$ cat src/rtl/mapping_group_readout.sv
// mapping_group_readout
// Read-out sequencer for the output-buffer mapping groups. A core-side load
// request names a starting group and either a single word or a burst up to
// the last group. For every word exactly one group's load enable is pulsed
// and that group's combinational output is captured the same cycle into a
// small response FIFO, which is drained through a valid/ready handshake.
//
// Ports:
//   clk_i, rst_ni          clock (rising edge), asynchronous active-low reset
//   req_valid_i/ready_o    load request handshake
//   req_group_i            first group index
//   req_burst_i            0: single word, 1: req_group_i..NUM_GROUPS-1
//   load_en_o              one-hot-or-zero load enable per group
//   mapping_group_i        group g output at bits [32g+31:32g]
//   rsp_valid_o/ready_i    response handshake
//   rsp_data_o             response word
//   rsp_last_o             final word of the request
//   rsp_err_o              request carried an out-of-range group index
//   busy_o                 loading or response words still queued
module mapping_group_readout #(
  parameter int NUM_GROUPS = 4,
  parameter int FIFO_DEPTH = 2,
  parameter int GW         = (NUM_GROUPS > 1) ? $clog2(NUM_GROUPS) : 1
) (
  input  logic                     clk_i,
  input  logic                     rst_ni,
  input  logic                     req_valid_i,
  output logic                     req_ready_o,
  input  logic [GW-1:0]            req_group_i,
  input  logic                     req_burst_i,
  output logic [NUM_GROUPS-1:0]    load_en_o,
  input  logic [NUM_GROUPS*32-1:0] mapping_group_i,
  output logic                     rsp_valid_o,
  input  logic                     rsp_ready_i,
  output logic [31:0]              rsp_data_o,
  output logic                     rsp_last_o,
  output logic                     rsp_err_o,
  output logic                     busy_o
);

  localparam int PW = $clog2(FIFO_DEPTH);
  localparam int CW = $clog2(FIFO_DEPTH + 1);
  localparam logic [GW-1:0] LAST_G  = GW'(NUM_GROUPS - 1);
  localparam logic [CW-1:0] DEPTH_C = CW'(FIFO_DEPTH);
  localparam logic [PW-1:0] PTR_MAX = PW'(FIFO_DEPTH - 1);

  typedef enum logic {S_IDLE, S_LOAD} state_e;

  state_e        state_q, state_d;
  logic [GW-1:0] cur_q, cur_d;
  logic [GW-1:0] end_q, end_d;
  logic          err_pend_q, err_pend_d;
  logic [PW-1:0] wr_ptr_q, wr_ptr_d;
  logic [PW-1:0] rd_ptr_q, rd_ptr_d;
  logic [CW-1:0] count_q, count_d;

  // Entry layout: {data[31:0], err, last}
  logic [33:0]   mem_q [FIFO_DEPTH];
  logic [33:0]   wr_entry;
  logic [33:0]   head;

  logic          push, pop, space, req_fire, grp_ok;
  logic [31:0]   grp_ext;
  logic [31:0]   cur_word;

  // A pop in the same cycle does not count as free space: the load enable
  // must only fire when the captured word is guaranteed a slot.
  assign space       = (count_q < DEPTH_C);
  assign grp_ext     = 32'(req_group_i);
  assign grp_ok      = (grp_ext < 32'(NUM_GROUPS));
  assign req_ready_o = (state_q == S_IDLE) && !err_pend_q;
  assign req_fire    = req_valid_i && req_ready_o;
  assign cur_word    = mapping_group_i[32*cur_q +: 32];

  always_comb begin
    state_d    = state_q;
    cur_d      = cur_q;
    end_d      = end_q;
    err_pend_d = err_pend_q;
    push       = 1'b0;
    wr_entry   = '0;
    load_en_o  = '0;
    case (state_q)
      S_IDLE: begin
        if (err_pend_q) begin
          // Error response waiting for a FIFO slot; requests are held off.
          if (space) begin
            push       = 1'b1;
            wr_entry   = {32'd0, 1'b1, 1'b1};
            err_pend_d = 1'b0;
          end
        end else if (req_fire) begin
          if (grp_ok) begin
            cur_d   = req_group_i;
            end_d   = req_burst_i ? LAST_G : req_group_i;
            state_d = S_LOAD;
          end else if (space) begin
            push     = 1'b1;
            wr_entry = {32'd0, 1'b1, 1'b1};
          end else begin
            err_pend_d = 1'b1;
          end
        end
      end
      S_LOAD: begin
        // Stall with load_en low when full: a group read may have side
        // effects, so each group is pulsed exactly once per word.
        if (space) begin
          load_en_o[cur_q] = 1'b1;
          push             = 1'b1;
          wr_entry         = {cur_word, 1'b0, (cur_q == end_q)};
          cur_d            = cur_q + 1'b1;
          if (cur_q == end_q) begin
            state_d = S_IDLE;
          end
        end
      end
      default: state_d = S_IDLE;
    endcase
  end

  assign pop = (count_q != '0) && rsp_ready_i;

  always_comb begin
    wr_ptr_d = wr_ptr_q;
    rd_ptr_d = rd_ptr_q;
    count_d  = count_q;
    if (push) begin
      wr_ptr_d = (wr_ptr_q == PTR_MAX) ? '0 : wr_ptr_q + 1'b1;
    end
    if (pop) begin
      rd_ptr_d = (rd_ptr_q == PTR_MAX) ? '0 : rd_ptr_q + 1'b1;
    end
    case ({push, pop})
      2'b10:   count_d = count_q + 1'b1;
      2'b01:   count_d = count_q - 1'b1;
      default: count_d = count_q;
    endcase
  end

  always_ff @(posedge clk_i or negedge rst_ni) begin
    if (!rst_ni) begin
      state_q    <= S_IDLE;
      cur_q      <= '0;
      end_q      <= '0;
      err_pend_q <= 1'b0;
      wr_ptr_q   <= '0;
      rd_ptr_q   <= '0;
      count_q    <= '0;
    end else begin
      state_q    <= state_d;
      cur_q      <= cur_d;
      end_q      <= end_d;
      err_pend_q <= err_pend_d;
      wr_ptr_q   <= wr_ptr_d;
      rd_ptr_q   <= rd_ptr_d;
      count_q    <= count_d;
    end
  end

  // Storage carries no reset; outputs are gated by the occupancy count.
  always_ff @(posedge clk_i) begin
    if (push) begin
      mem_q[wr_ptr_q] <= wr_entry;
    end
  end

  assign head        = mem_q[rd_ptr_q];
  assign rsp_valid_o = (count_q != '0);
  assign rsp_data_o  = rsp_valid_o ? head[33:2] : 32'd0;
  assign rsp_err_o   = rsp_valid_o & head[1];
  assign rsp_last_o  = rsp_valid_o & head[0];
  assign busy_o      = (state_q == S_LOAD) || (count_q != '0);

endmodule
$ cat config.mk
export PLATFORM = sky130hd
export DESIGN_NAME = mapping_group_readout
export DESIGN_NICKNAME = d
export VERILOG_FILES = /design/src/rtl/mapping_group_readout.sv
export SDC_FILE = /design/constraint.sdc
export NUM_CORES = 1
export LEC_CHECK = 0
export ABC_CLOCK_PERIOD_IN_PS = 3300
export CAP_MARGIN = 10
export CORE_ASPECT_RATIO = 0.7
export CORE_MARGIN = 2
export CORE_UTILIZATION = 64
export CTS_CLUSTER_SIZE = 14
export DETAILED_ROUTE_END_ITERATION = 10
export DONT_BUFFER_PORTS = 1
export PLACE_DENSITY_LB_ADDON = 0.05
export SLEW_MARGIN = 20
export SYNTH_ARGS = -nofsm -noshare
export SYNTH_HDL_FRONTEND = slang
export SYNTH_SLANG_ARGS = --single-unit
$ cat constraint.sdc
create_clock -name clk_i -period 3.3 [get_ports clk_i]
set_clock_uncertainty 0.05 [all_clocks]
set_input_delay 0.33 -clock clk_i [delete_from_list [all_inputs] [get_ports clk_i]]
set_output_delay 0.33 -clock clk_i [all_outputs]
set_load 0.02 [all_outputs]
* Word level (Yosys, flattened, before mapping) *
Memory sizes are Yosys's and may differ from the RTL's.
Index checks and enable logic that the tools add are counted.

storage, ports and cells
  bits in registers = 10
  bits in latches = 0
  bits in writable memories = 68
  bits in read-only memories = 0
  input port bits = 135
  output and inout port bits = 41
  word-level logic and storage cells = 76
  memories kept = 1

cells by class
  add/sub/neg operators = 5
  multipliers = 0
  div/mod/pow operators = 0
  order comparisons = 4
  equality and inequality tests = 7
  shift-type cells = 1
  muxes and demuxes = 37
  bitwise logic cells = 4
  reductions and logical operators = 10

memory list
  name   words  bits a word  read ports  clocked after memory_dff  write ports  RTL line  text
  mem_q  2      34           1           0                         1            58        logic [33:0] mem_q [FIFO_DEPTH];

operators with widths
  cell                                                                           number
  34-bit two-way mux                                                             4
  128-bit by 8-bit indexed part select with 32-bit output                        1
  34-bit case mux with 2 select lines                                            1
  32-bit two-way mux                                                             1
  1-bit two-way mux                                                              18
  2-bit two-way mux                                                              6
  4-bit two-way mux                                                              2
  2-bit case mux with 2 select lines                                             2
  4-bit AND reduction                                                            2
  2-bit by 3-bit less-than comparator with 1-bit output (second input constant)  2
  2-bit != test (second input constant)                                          3
  2-bit by 1-bit adder with 2-bit output (second input constant)                 2
  1-bit logical AND                                                              4
  1-bit case mux with 2 select lines                                             2
  2-bit nonzero test                                                             2
  1-bit adder (second input constant)                                            2
  1-bit AND                                                                      2
  1-bit demux with 2-bit select                                                  1
  2-bit by 1-bit equality test with 1-bit output (second input constant)         1
  2-bit equality test                                                            1
  2-bit equality test (second input constant)                                    1
  2-bit by 1-bit >= comparator with 1-bit output (second input constant)         1
  2-bit less-than comparator (second input constant)                             1
  2-bit by 1-bit != test with 1-bit output (second input constant)               1
  4 further kinds                                                                5

* Longest topological paths before layout *
  depth in word-level cells = 8
  depth in mapped cells = 8
  mapped depth without buffers = 7

* Worst setup path after synthesis *
OpenSTA, ideal clock, no wires.

  path type = flip-flop to flip-flop
  start point = register state_q
  end point = memory mem_q[0][0], enable pin
  library setup time = 0.425 ns
  arrival = 2.417 ns
  required time = 2.825 ns
  setup slack = 0.408 ns
  stages on the path, launching flop included = 6
  path buffers = 2
  path through = dfrtp_1 > buf_4 > nor2_1 > or2_2 > clkbuf_1 > nor2_1

on the way
  longest elaborated chain between the ends = 8

RTL lines
  element                                  RTL line  text
  start: declaration                       49        state_e state_q, state_d;
  start signal: assignment                 151       state_q <= state_d;
  1-bit inverter                           --
  1-bit logical AND                        71        assign req_ready_o = (state_q == S_IDLE) && !err_pend_q;
  via req_ready_o                          28        output logic req_ready_o,
  1-bit logical AND                        72        assign req_fire = req_valid_i && req_ready_o;
  1-bit two-way mux                        92        end else if (req_fire) begin
  1-bit two-way mux                        85        if (err_pend_q) begin
  1-bit case mux with 2 select lines       83        case (state_q)
  1-bit two-way mux                        163       if (push) begin
  1-bit two-way mux (not written as such)  164       mem_q[wr_ptr_q] <= wr_entry;
  end: declaration                         58

The timed path passes the listed nets, and every way through them passes these cells.

* Worst setup path after layout *
  start point = register rd_ptr_q
  end point = output port rsp_data_o[20]

on the way
  longest elaborated chain between the ends = 2

RTL lines
  element                   RTL line  text
  start: declaration        54        logic [PW-1:0] rd_ptr_q, rd_ptr_d;
  start signal: assignment  156       rd_ptr_q <= rd_ptr_d;
  memory 2 x 34 bit         --
  32-bit two-way mux        170       assign rsp_data_o = rsp_valid_o ? head[33:2] : 32'd0;
  end: declaration          35        output logic [31:0] rsp_data_o,

No other way between the ends.

==> impl_metrics.tcl <==
set metrics [dict create \
    areaGrowthSynthToFinish_pct 5.96 \
    n_antenna_cell 0 \
    regToRegSetupSlack_ns 1.28 \
    ys_ff_latch 78 \
    end_kind "primary output" \
    maxSlewViolCount 0 \
    max_freq_mhz 438 \
    required_ns 2.92 \
    cap_viol_max_count 0 \
    final_nets 419 \
    reg2reg_depth 4 \
    dieHeight_um 71.7 \
    cp_max_fo 23 \
    worstReg2RegStart "state_q$_DFF_PN0_" \
    num_rows 24 \
    setup_ws_ns 1.02 \
    vias_per_cell 6.25 \
    slew_headroom_pct 53.8 \
    min_path_type "input port to flop" \
    fillerInstances 414 \
    drt-initial-drc-count 110 \
    layout_min_cycle_time_ns 2.28 \
    whs_path_depth 2 \
    yosysWarnings 0 \
    avgSynthCellArea_um2 14.9 \
    power_density_nw_per_um2 1120 \
    post_cts_buffers 0 \
    gp_routability_congestion 0.770 \
    wire_per_inst_um 22.1 \
    cts_tree "done" \
    grt_pass1_vias 2365 \
    cp-start-kind "flop" \
    cts_buffers 9 \
    dpl_cell_area_um2 4230 \
    synthesis.area_um2 4200 \
    dpl_worst_slack_ns 1.25 \
    worstReg2RegEnd "mem_q[0][29]$_DFFE_PP_" \
    grt_setup_unrepaired "no" \
    drive_above_1_share_pct 20.1 \
    cp.arrival_ns 1.90 \
    worst_slew_pin_slew_ns 0.693 \
    cts.sinks 78 \
    critPathTopFamily "flip-flops" \
    outcome "finished clean" \
    crit_buf_inv 1 \
    synth_cells 281 \
    slowest_delay_ns 0.82 \
    antenna_found_initial 0 \
    path_clk_slew_ns 0.08 \
    coreArea_um2 6280 \
    htree_levels 3 \
    die_area_um2 7230 \
    setup.worst_path.class "flop to primary output" \
    synth-seq-area-share_pct 54.6 \
    final_area_um2 4450 \
    drc 0 \
    start_util_pct 66.8 \
    crit_path_start "rd_ptr_q$_DFFE_PN0P_" \
    portBuffers 0 \
    syn_nets 421 \
    p_total_mw 4.98 \
    utilization_pct 70.8 \
    power_leakage_nw 1.68 \
    vias 2255 \
    timing.final.crit_share_pct 69.2 \
    hpwl_mm 5.83 \
    hold_violations 0 \
    die_x_um 101 \
    grtUsageTotal_pct 22.7 \
    cts_root_buf "clkbuf_8" \
    grt_start_max_net_pins 35 \
    cp.depth 3 \
    grt_pass1_wl_mm 11.9 \
    clkLatencyLatePin_ns 0.34 \
    drtAntennaViolNets 0 \
    slowest_stage "dfrtp_2" \
    synth_cell_types 27 \
    setup_viol 0 \
    crit_path_end "rsp_data_o[20]" \
    globalRouteOverflowTotal 0 \
    drt-total-wl_mm 7.97 \
    cp_cell_sequence "buf_4, mux2i_1, nor2_1" \
    clock_path_buffers 2 \
    tns_ns 0 \
    cts_hold_buf 1 \
    cts_resized 0 \
    ioPinCount 176 \
    firstDrtPassIters 4 \
    ir_worst_vdd_v 0.000513 \
]
## worst register-to-register path, delay by kind of cell, from the launching register on
kind | cells | cell delay [ns]
buf+inv | 1 | 0.40
flops | 1 | 0.52
simple gates | 3 | 0.69
## cell usage in the layout, fill, tap and decap left out, types with 2 or more instances in the layout
cell / netlist / layout
ha_1: 5 / 5
mux2i_1: 39 / 39
and2_1: 38 / 38
buf_4: 1 / 7
dfrtp_2: 0 / 2
nor2_4: 0 / 2
a21oi_1: 2 / 2
xor2_1: 3 / 3
clkinv_2: 0 / 3
dfrtp_1: 10 / 8
inv_1: 4 / 4
mux4_2: 27 / 27
bufinv_16: 0 / 2
xnor2_1: 5 / 5
nor2_1: 44 / 42
nor2b_1: 2 / 2
mux4_1: 5 / 5
clkbuf_8: 0 / 9
edfxtp_1: 68 / 68
## logic make-up (layout without fill, tap and decap cells)
group	after synthesis	after routing	synth area share, %
mux	71	71	26.9
xor+xnor	8	8	1.67
compound gates	4	4	0.597
buf+inv	26	28	3.94
flops	78	78	54.6
simple gates	89	89	10.7
fa+ha+maj	5	5	1.49
## power by group
| group | internal [mW] | switching [mW] |
|---|---|---|
| Sequential | 1.68 | 0.285 |
| Combinational | 0.897 | 1.39 |
| Clock | 0.418 | 0.312 |
| Total | 3.00 | 1.98 |
## per-layer routing
layer  part of all wire [%]  routed length, µm  vias up  track usage [%]
met5                      0                  0        -                0
met4                   0.93                 74        0             6.24
met3                    7.1                566        7             6.73
met2                     53               4240       96             40.7
met1                     39               3090     1112             27.0
li1                       -                  -     1040                -
## synthesized netlist by cell type
cell type | n | area [µm²]
edfxtp_1 | 68 | 2040
nor2_1 | 44 | 165
mux2i_1 | 39 | 390
and2_1 | 38 | 238
mux4_2 | 27 | 608
dfrtp_1 | 10 | 250
buf_2 | 9 | 45.0
clkbuf_1 | 7 | 26.3
ha_1 | 5 | 62.6
mux4_1 | 5 | 131
xnor2_1 | 5 | 43.8
inv_1 | 4 | 15.0
xor2_1 | 3 | 26.3
a21oi_1 | 2 | 10.0
buf_12 | 2 | 40.0
nor2b_1 | 2 | 12.5
a31o_2 | 1 | 8.76
a31oi_1 | 1 | 6.26
buf_4 | 1 | 7.51
buf_6 | 1 | 11.3
buf_8 | 1 | 15.0
clkbuf_2 | 1 | 5.00
nor2_2 | 1 | 6.26
nor2b_2 | 1 | 8.76
nor3b_1 | 1 | 7.51
or2_2 | 1 | 6.26
or3_1 | 1 | 6.26
## state kept, by name, summed over array words and instances, names as in the netlist
register	count
mem_q	68
count_q	2
cur_q	2
end_q	2
err_pend_q	1
rd_ptr_q	1
state_q	1
wr_ptr_q	1
## how the worst min path moves through the flow
| stage | slack, ns | start | to |
|---|---|---|---|
| 2_1_floorplan | -0.02 | rst_ni | count_q[0]$_DFFE_PN0P_ |
| 3_3_place_gp | -0.01 | rst_ni | cur_q[0]$_DFFE_PN0P_ |
| 3_5_place_dp | -0.02 | rst_ni | cur_q[1]$_DFFE_PN0P_ |
| 4_1_cts | 0.11 | req_group_i[1] | end_q[1]$_DFFE_PN0P_ |
| 5_1_grt | 0.13 | req_burst_i | end_q[0]$_DFFE_PN0P_ |
| 6_report | 0.12 | req_group_i[1] | end_q[1]$_DFFE_PN0P_ |
## final cells by class
cell class	instances	area [µm²]	area share (%)
clock inverters	5	75.1	1.69
repair buffers	9	82.6	1.86
inverters	4	15.0	0.338
clock buffers	10	128	2.87
multi-input cells	177	1750	39.4
well taps	78	97.6	2.20
flip-flops and latches	78	2290	51.6
## through the flow
| stage | std cells | hold slack [ns] |
|---|---|---|
| final | 361 | 0.125 |
| after global placement | 345 | -0.0150 |
| after floorplan | 281 | -0.0156 |
| after detailed placement | 345 | -0.0150 |
| after CTS | 361 | 0.111 |
| after global routing | 361 | 0.131 |
(Power assumes the default switching activity.)
